[src/rtl/issue_queue_int.sv]
// rtl/issue_queue_int.sv - integer reservation station: compacting queue with CDB wakeup and oldest-ready issue
module issue_queue_int #(
    parameter int DEPTH = 8,
    parameter int TAG_W = 6
) (
    input  logic                       clk,
    input  logic                       reset,
    input  logic                       dispatch_en,
    input  logic [3:0]                 dispatch_opcode,
    input  logic [31:0]                dispatch_rsdata,
    input  logic [TAG_W-1:0]           dispatch_rstag,
    input  logic                       dispatch_rs_valid,
    input  logic [31:0]                dispatch_rtdata,
    input  logic [TAG_W-1:0]           dispatch_rttag,
    input  logic                       dispatch_rt_valid,
    input  logic [TAG_W-1:0]           dispatch_rdtag,
    output logic                       issueque_full,
    output logic [$clog2(DEPTH):0]     issueque_count,
    input  logic                       flush,
    input  logic                       cdb_valid,
    input  logic [TAG_W-1:0]           cdb_tagout,
    input  logic [31:0]                cdb_out,
    output logic                       issueint_ready,
    output logic [3:0]                 issueint_opcode,
    output logic [31:0]                issueint_rsdata,
    output logic [31:0]                issueint_rtdata,
    output logic [TAG_W-1:0]           issueint_rdtag,
    input  logic                       issueint_equeueint_done
);

    localparam int IW = $clog2(DEPTH);
    localparam int CW = IW + 1;

    typedef struct packed {
        logic             valid;
        logic [3:0]       opcode;
        logic [31:0]      rsdata;
        logic [TAG_W-1:0] rstag;
        logic             rs_rdy;
        logic [31:0]      rtdata;
        logic [TAG_W-1:0] rttag;
        logic             rt_rdy;
        logic [TAG_W-1:0] rdtag;
    } entry_t;

    entry_t          entry_q [DEPTH];
    entry_t          entry_d [DEPTH];
    entry_t          upper   [DEPTH];
    entry_t          new_e;
    logic [CW-1:0]   count_q;
    logic [CW-1:0]   count_d;
    logic [CW-1:0]   wr_idx;
    logic [IW-1:0]   sel_idx;
    logic            sel_found;
    logic            issue_fire;
    logic            disp_accept;

    // Capture a matching broadcast into any operand still waiting on it.
    function automatic entry_t snoop(input entry_t e, input logic v,
                                     input logic [TAG_W-1:0] tag, input logic [31:0] data);
        entry_t r;
        r = e;
        if (v && e.valid && !e.rs_rdy && (e.rstag == tag)) begin
            r.rsdata = data;
            r.rs_rdy = 1'b1;
        end
        if (v && e.valid && !e.rt_rdy && (e.rttag == tag)) begin
            r.rtdata = data;
            r.rt_rdy = 1'b1;
        end
        return r;
    endfunction

    always_comb begin
        sel_found = 1'b0;
        sel_idx   = '0;
        for (int i = DEPTH - 1; i >= 0; i--) begin
            if (entry_q[i].valid && entry_q[i].rs_rdy && entry_q[i].rt_rdy) begin
                sel_found = 1'b1;
                sel_idx   = IW'(i);
            end
        end
    end

    assign issueque_full  = (count_q == CW'(DEPTH));
    assign issueque_count = count_q;
    assign issueint_ready = sel_found;
    assign issue_fire     = sel_found & issueint_equeueint_done;
    assign disp_accept    = dispatch_en & ~issueque_full;
    assign wr_idx         = count_q - CW'(issue_fire);

    always_comb begin
        issueint_opcode = '0;
        issueint_rsdata = '0;
        issueint_rtdata = '0;
        issueint_rdtag  = '0;
        if (sel_found) begin
            issueint_opcode = entry_q[sel_idx].opcode;
            issueint_rsdata = entry_q[sel_idx].rsdata;
            issueint_rtdata = entry_q[sel_idx].rtdata;
            issueint_rdtag  = entry_q[sel_idx].rdtag;
        end
    end

    always_comb begin
        for (int i = 0; i < DEPTH - 1; i++) begin
            upper[i] = entry_q[i + 1];
        end
        upper[DEPTH-1] = '0;
    end

    // Dispatched entry goes through the same snoop, so a racing broadcast is not lost.
    always_comb begin
        new_e        = '0;
        new_e.valid  = 1'b1;
        new_e.opcode = dispatch_opcode;
        new_e.rsdata = dispatch_rsdata;
        new_e.rstag  = dispatch_rstag;
        new_e.rs_rdy = dispatch_rs_valid;
        new_e.rtdata = dispatch_rtdata;
        new_e.rttag  = dispatch_rttag;
        new_e.rt_rdy = dispatch_rt_valid;
        new_e.rdtag  = dispatch_rdtag;
        new_e        = snoop(new_e, cdb_valid, cdb_tagout, cdb_out);
    end

    // Slots at or above the issued one take their upper neighbour, then snoop in the new slot.
    always_comb begin
        count_d = wr_idx + CW'(disp_accept);
        for (int i = 0; i < DEPTH; i++) begin
            entry_d[i] = (issue_fire && (IW'(i) >= sel_idx)) ? upper[i] : entry_q[i];
            entry_d[i] = snoop(entry_d[i], cdb_valid, cdb_tagout, cdb_out);
            if (disp_accept && (CW'(i) == wr_idx)) begin
                entry_d[i] = new_e;
            end
            if (flush) begin
                entry_d[i].valid = 1'b0;
            end
        end
        if (flush) begin
            count_d = '0;
        end
    end

    always_ff @(posedge clk) begin
        if (reset) begin
            for (int i = 0; i < DEPTH; i++) begin
                entry_q[i] <= '0;
            end
            count_q <= '0;
        end else begin
            for (int i = 0; i < DEPTH; i++) begin
                entry_q[i] <= entry_d[i];
            end
            count_q <= count_d;
        end
    end

endmodule

[config.mk]
export PLATFORM = sky130hd
export DESIGN_NAME = issue_queue_int
export DESIGN_NICKNAME = d
export VERILOG_FILES = /design/src/rtl/issue_queue_int.sv
export SDC_FILE = /design/constraint.sdc
export NUM_CORES = 2
export LEC_CHECK = 0
export ABC_AREA = 0
export CELL_PAD_IN_SITES_DETAIL_PLACEMENT = 0
export CELL_PAD_IN_SITES_GLOBAL_PLACEMENT = 1
export CORE_MARGIN = 5
export CORE_UTILIZATION = 46
export CTS_BUF_LIST = sky130_fd_sc_hd__clkbuf_4 sky130_fd_sc_hd__clkbuf_8
export DETAILED_ROUTE_END_ITERATION = 8
export MAX_ROUTING_LAYER = met4
export PLACE_DENSITY = 0.94
export SKIP_LAST_GASP = 1
export SLEW_MARGIN = 15
export SYNTH_ARGS = -nofsm -noshare
export SYNTH_HDL_FRONTEND = slang
export SYNTH_SLANG_ARGS = --single-unit
[constraint.sdc]
create_clock -name clk -period 4.6 [get_ports clk]
set_clock_uncertainty 0.1 [all_clocks]
set_input_delay 0.46 -clock clk [delete_from_list [all_inputs] [get_ports clk]]
set_output_delay 0.46 -clock clk [all_outputs]
set_load 0.05 [all_outputs]
==> flow_metrics.tcl <==
set metrics [dict create \
    cts.sinks 716 \
    synth_edf_count 0 \
    cp-end-kind "output port" \
    synth-main-ff-cell "dfxtp_1" \
    switching_share_pct 27.84 \
    grt_pass1_vias 47130 \
    rows 112 \
    slew_headroom_pct 9.539 \
    chipWidth_um 317.5 \
    grt_start_max_net_pins 117 \
    synth-async-reset-ratio_pct 0 \
    synth_cells 6325 \
    tightest_slew_ns 1.353 \
    ys_seq_elements 716 \
    drt_wl_total_um 203700 \
    fin_setup_tns_ns 0 \
    cap_violations 0 \
    syn-cell-area_um2 43490 \
    multi_input_area_um2 26630 \
    synth_area_per_cell_um2 6.876 \
    p_leak_nw 18.61 \
    layout_min_cycle_time_ns 4.583 \
    crit_path_max_fanout 40 \
    path_class "flip-flop to output port" \
    cts_root_buf "clkbuf_8" \
    rsz0062_at_grt "yes" \
    regArea_um2 14330 \
    worstSetupStartpoint "entry_q[1][88]" \
    synthesis.nets 6461 \
    grt_first_pass_wirelength_um 297600 \
    die_h_um 317.5 \
    area_delta_synth_final_pct 17.03 \
    antenna_found_initial 13 \
    htree_levels 4 \
    clkPwrFrac_pct 46.1 \
    viasPerCell 6.712 \
    drive_gt1_share_pct 10.71 \
    core-area_um2 93610 \
    seqPwrFrac_pct 44.1 \
    io_pins 212 \
    hp-class "input pin to flip-flop" \
    io_buffer_count 211 \
    most-common-layout-cells "nand2_1, nor2_1, dfxtp_1, a21oi_1, o21ai_0" \
    fmax_ghz 0.2182 \
    cts_buffers 133 \
    slew_violations 0 \
    detail-route-antenna-nets 0 \
    fillers 8985 \
    final_common_cell "nand2_1" \
    fin_util_pct 54.37 \
    overflow 0 \
    cts_tree "yes" \
    p_comb_share_pct 9.8 \
    irDropWorstVdd_uv 239.2 \
    holdWs_ns 0.3292 \
    dpl.hpwl_um 119100 \
    ys_warn_count 0 \
    dp.cells 7391 \
    grt_use_total_pct 38.53 \
    dr.pass1.iters 7 \
    route.detailed.drc 0 \
    finalNetCount 6418 \
    finalSetupViolations 0 \
    stdcell_area_um2 50900 \
    arrival_ns 4.02 \
    intPower_w 0.01044 \
    switchingPower_w 0.004027 \
    hold_start "dispatch_rstag[4]" \
    fin_crit_sh_pct 99.64 \
    start_util_pct 46.46 \
    gp_congestion 1.032 \
    seq_area_frac_synth_pct 32.96 \
    synth.distinct_cells 82 \
    vias 51310 \
    wl_per_cell_um 26.65 \
    status "finished clean" \
    r2r_start "entry_q[6][88]" \
    clkSlewWorstSetupHoldPaths_ns 0.06 \
    cts_max_path_buffers 3 \
    drt_iter0_markers 8586 \
    fin_cells 7644 \
    dieArea_um2 100800 \
    dpl_cell_area_um2 47860 \
    hold_viol 0 \
    worst_ep_required_time_ns 4.04 \
    clock_latency_ns 0.84 \
    startpoint_type "flip-flop" \
    power_density_nw_per_um2 284.2 \
]
==> layer usage <==
metal  up-vias  global-route usage (%)  part of all wire [%]
met5         -                       -                     0
met3      1063                   11.40                    15
met1     23600                   48.49                    37
met4         0                   22.61                   7.0
met2      4275                   54.75                    41
li1      22370                       -                     -
==> final cells by class <==
type | instances | share of cell area, %
multi-input combinational | 4881 | 52.32
sequential | 716 | 28.16
timing repair buffer | 490 | 10.47
clock buffer | 205 | 5.015
tap | 1254 | 3.083
clock inverter | 24 | 0.4425
inverter | 60 | 0.4425
antenna | 14 | 0.06883
==> worst paths after layout <==
check | to | slack, ns | cells past startpoint
worst max register to register | entry_q[6][28] | 0.15 | 12
worst min register to register | entry_q[1][87] | 0.38 | 2
worst min-delay path | entry_q[4][50] | 0.33 | 4
worst max-delay path | issueint_rtdata[7] | 0.02 | 6
==> flip-flops by register name, indices dropped and copies added, names as in the netlist <==
signal,cells
issueque_count,4
entry_q,712
==> worst max-delay path: stages, from the launching register on <==
cell and delay (ns):
dfxtp_1 0.38, and3_1 0.35, nor4_4 0.73, buf_6 0.61, buf_6 0.53, o22ai_1 0.33, buf_12 0.23
==> what timing repair did <==
action,in CTS,in global routing
hold endpoints to repair,11,0
resized for setup,16,13
buffers inserted,2,2
gates cloned,1,4
hold buffers,1,0
pin swaps,2,0
endpoints found under the setup margin,71,67
==> cells by family after synthesis <==
kind of cell             after synthesis  synth area share, %
AND/OR/NAND/NOR                     2621                24.86
adder cells (fa/ha/maj)                4               0.1151
buffers and inverters                728                6.585
XOR/XNOR                             101                2.034
multiplexers                         143                3.303
AO/OA/AOI/OAI                       2012                30.15
flip-flops                           716                32.96
==> through the flow <==
step	power (W)	setup slack (ns)
2_1_floorplan	0.007232	0.1842
3_3_place_gp	0.007838	0.3885
3_5_place_dp	0.007851	0.3337
4_1_cts	0.01439	-0.1410
5_1_grt	0.01478	-0.06469
6_report	0.01446	0.01662
==> cells in the mapped netlist, drive strengths merged, types with 5 or more instances <==
library cell | n | area, µm²
and3 | 85 | 531.8
dfxtp | 716 | 14330
nor2b | 5 | 31.28
a221o | 66 | 660.6
o2111ai | 10 | 87.58
nand3 | 140 | 710.7
or3b | 5 | 43.79
inv | 36 | 135.1
nor4 | 15 | 142.6
xor2 | 24 | 210.2
or2 | 5 | 31.28
nor3 | 75 | 385.4
nand3b | 10 | 75.07
o221ai | 44 | 385.4
nand4 | 20 | 125.1
a22oi | 155 | 1169
buf | 97 | 483.0
nand2b | 7 | 43.79
nor3b | 13 | 97.59
nor2 | 837 | 3149
or4 | 7 | 52.55
and2 | 34 | 212.7
a2111oi | 72 | 805.8
a21oi | 626 | 3144
a31oi | 101 | 631.9
xnor2 | 77 | 674.4
a211oi | 209 | 1587
clkinv | 24 | 90.09
a221oi | 37 | 330.3
or3 | 5 | 31.28
o22ai | 85 | 531.8
nand2 | 1349 | 5066
o21ai | 423 | 2121
o211ai | 6 | 45.04
clkbuf | 571 | 2156
a311oi | 127 | 1112
a32oi | 18 | 157.7
mux2i | 139 | 1391
==> power groups by stage <==
stage               Sequential (W)  Clock [W]  Combinational, W
floorplan                  0.00649          0          0.000742
global placement           0.00651          0           0.00133
detailed placement         0.00651          0           0.00134
CTS                        0.00637    0.00667           0.00135
global route               0.00639    0.00693           0.00147
finish                     0.00638    0.00667           0.00142
No activity file was read; power rests on OpenSTA's default activity.
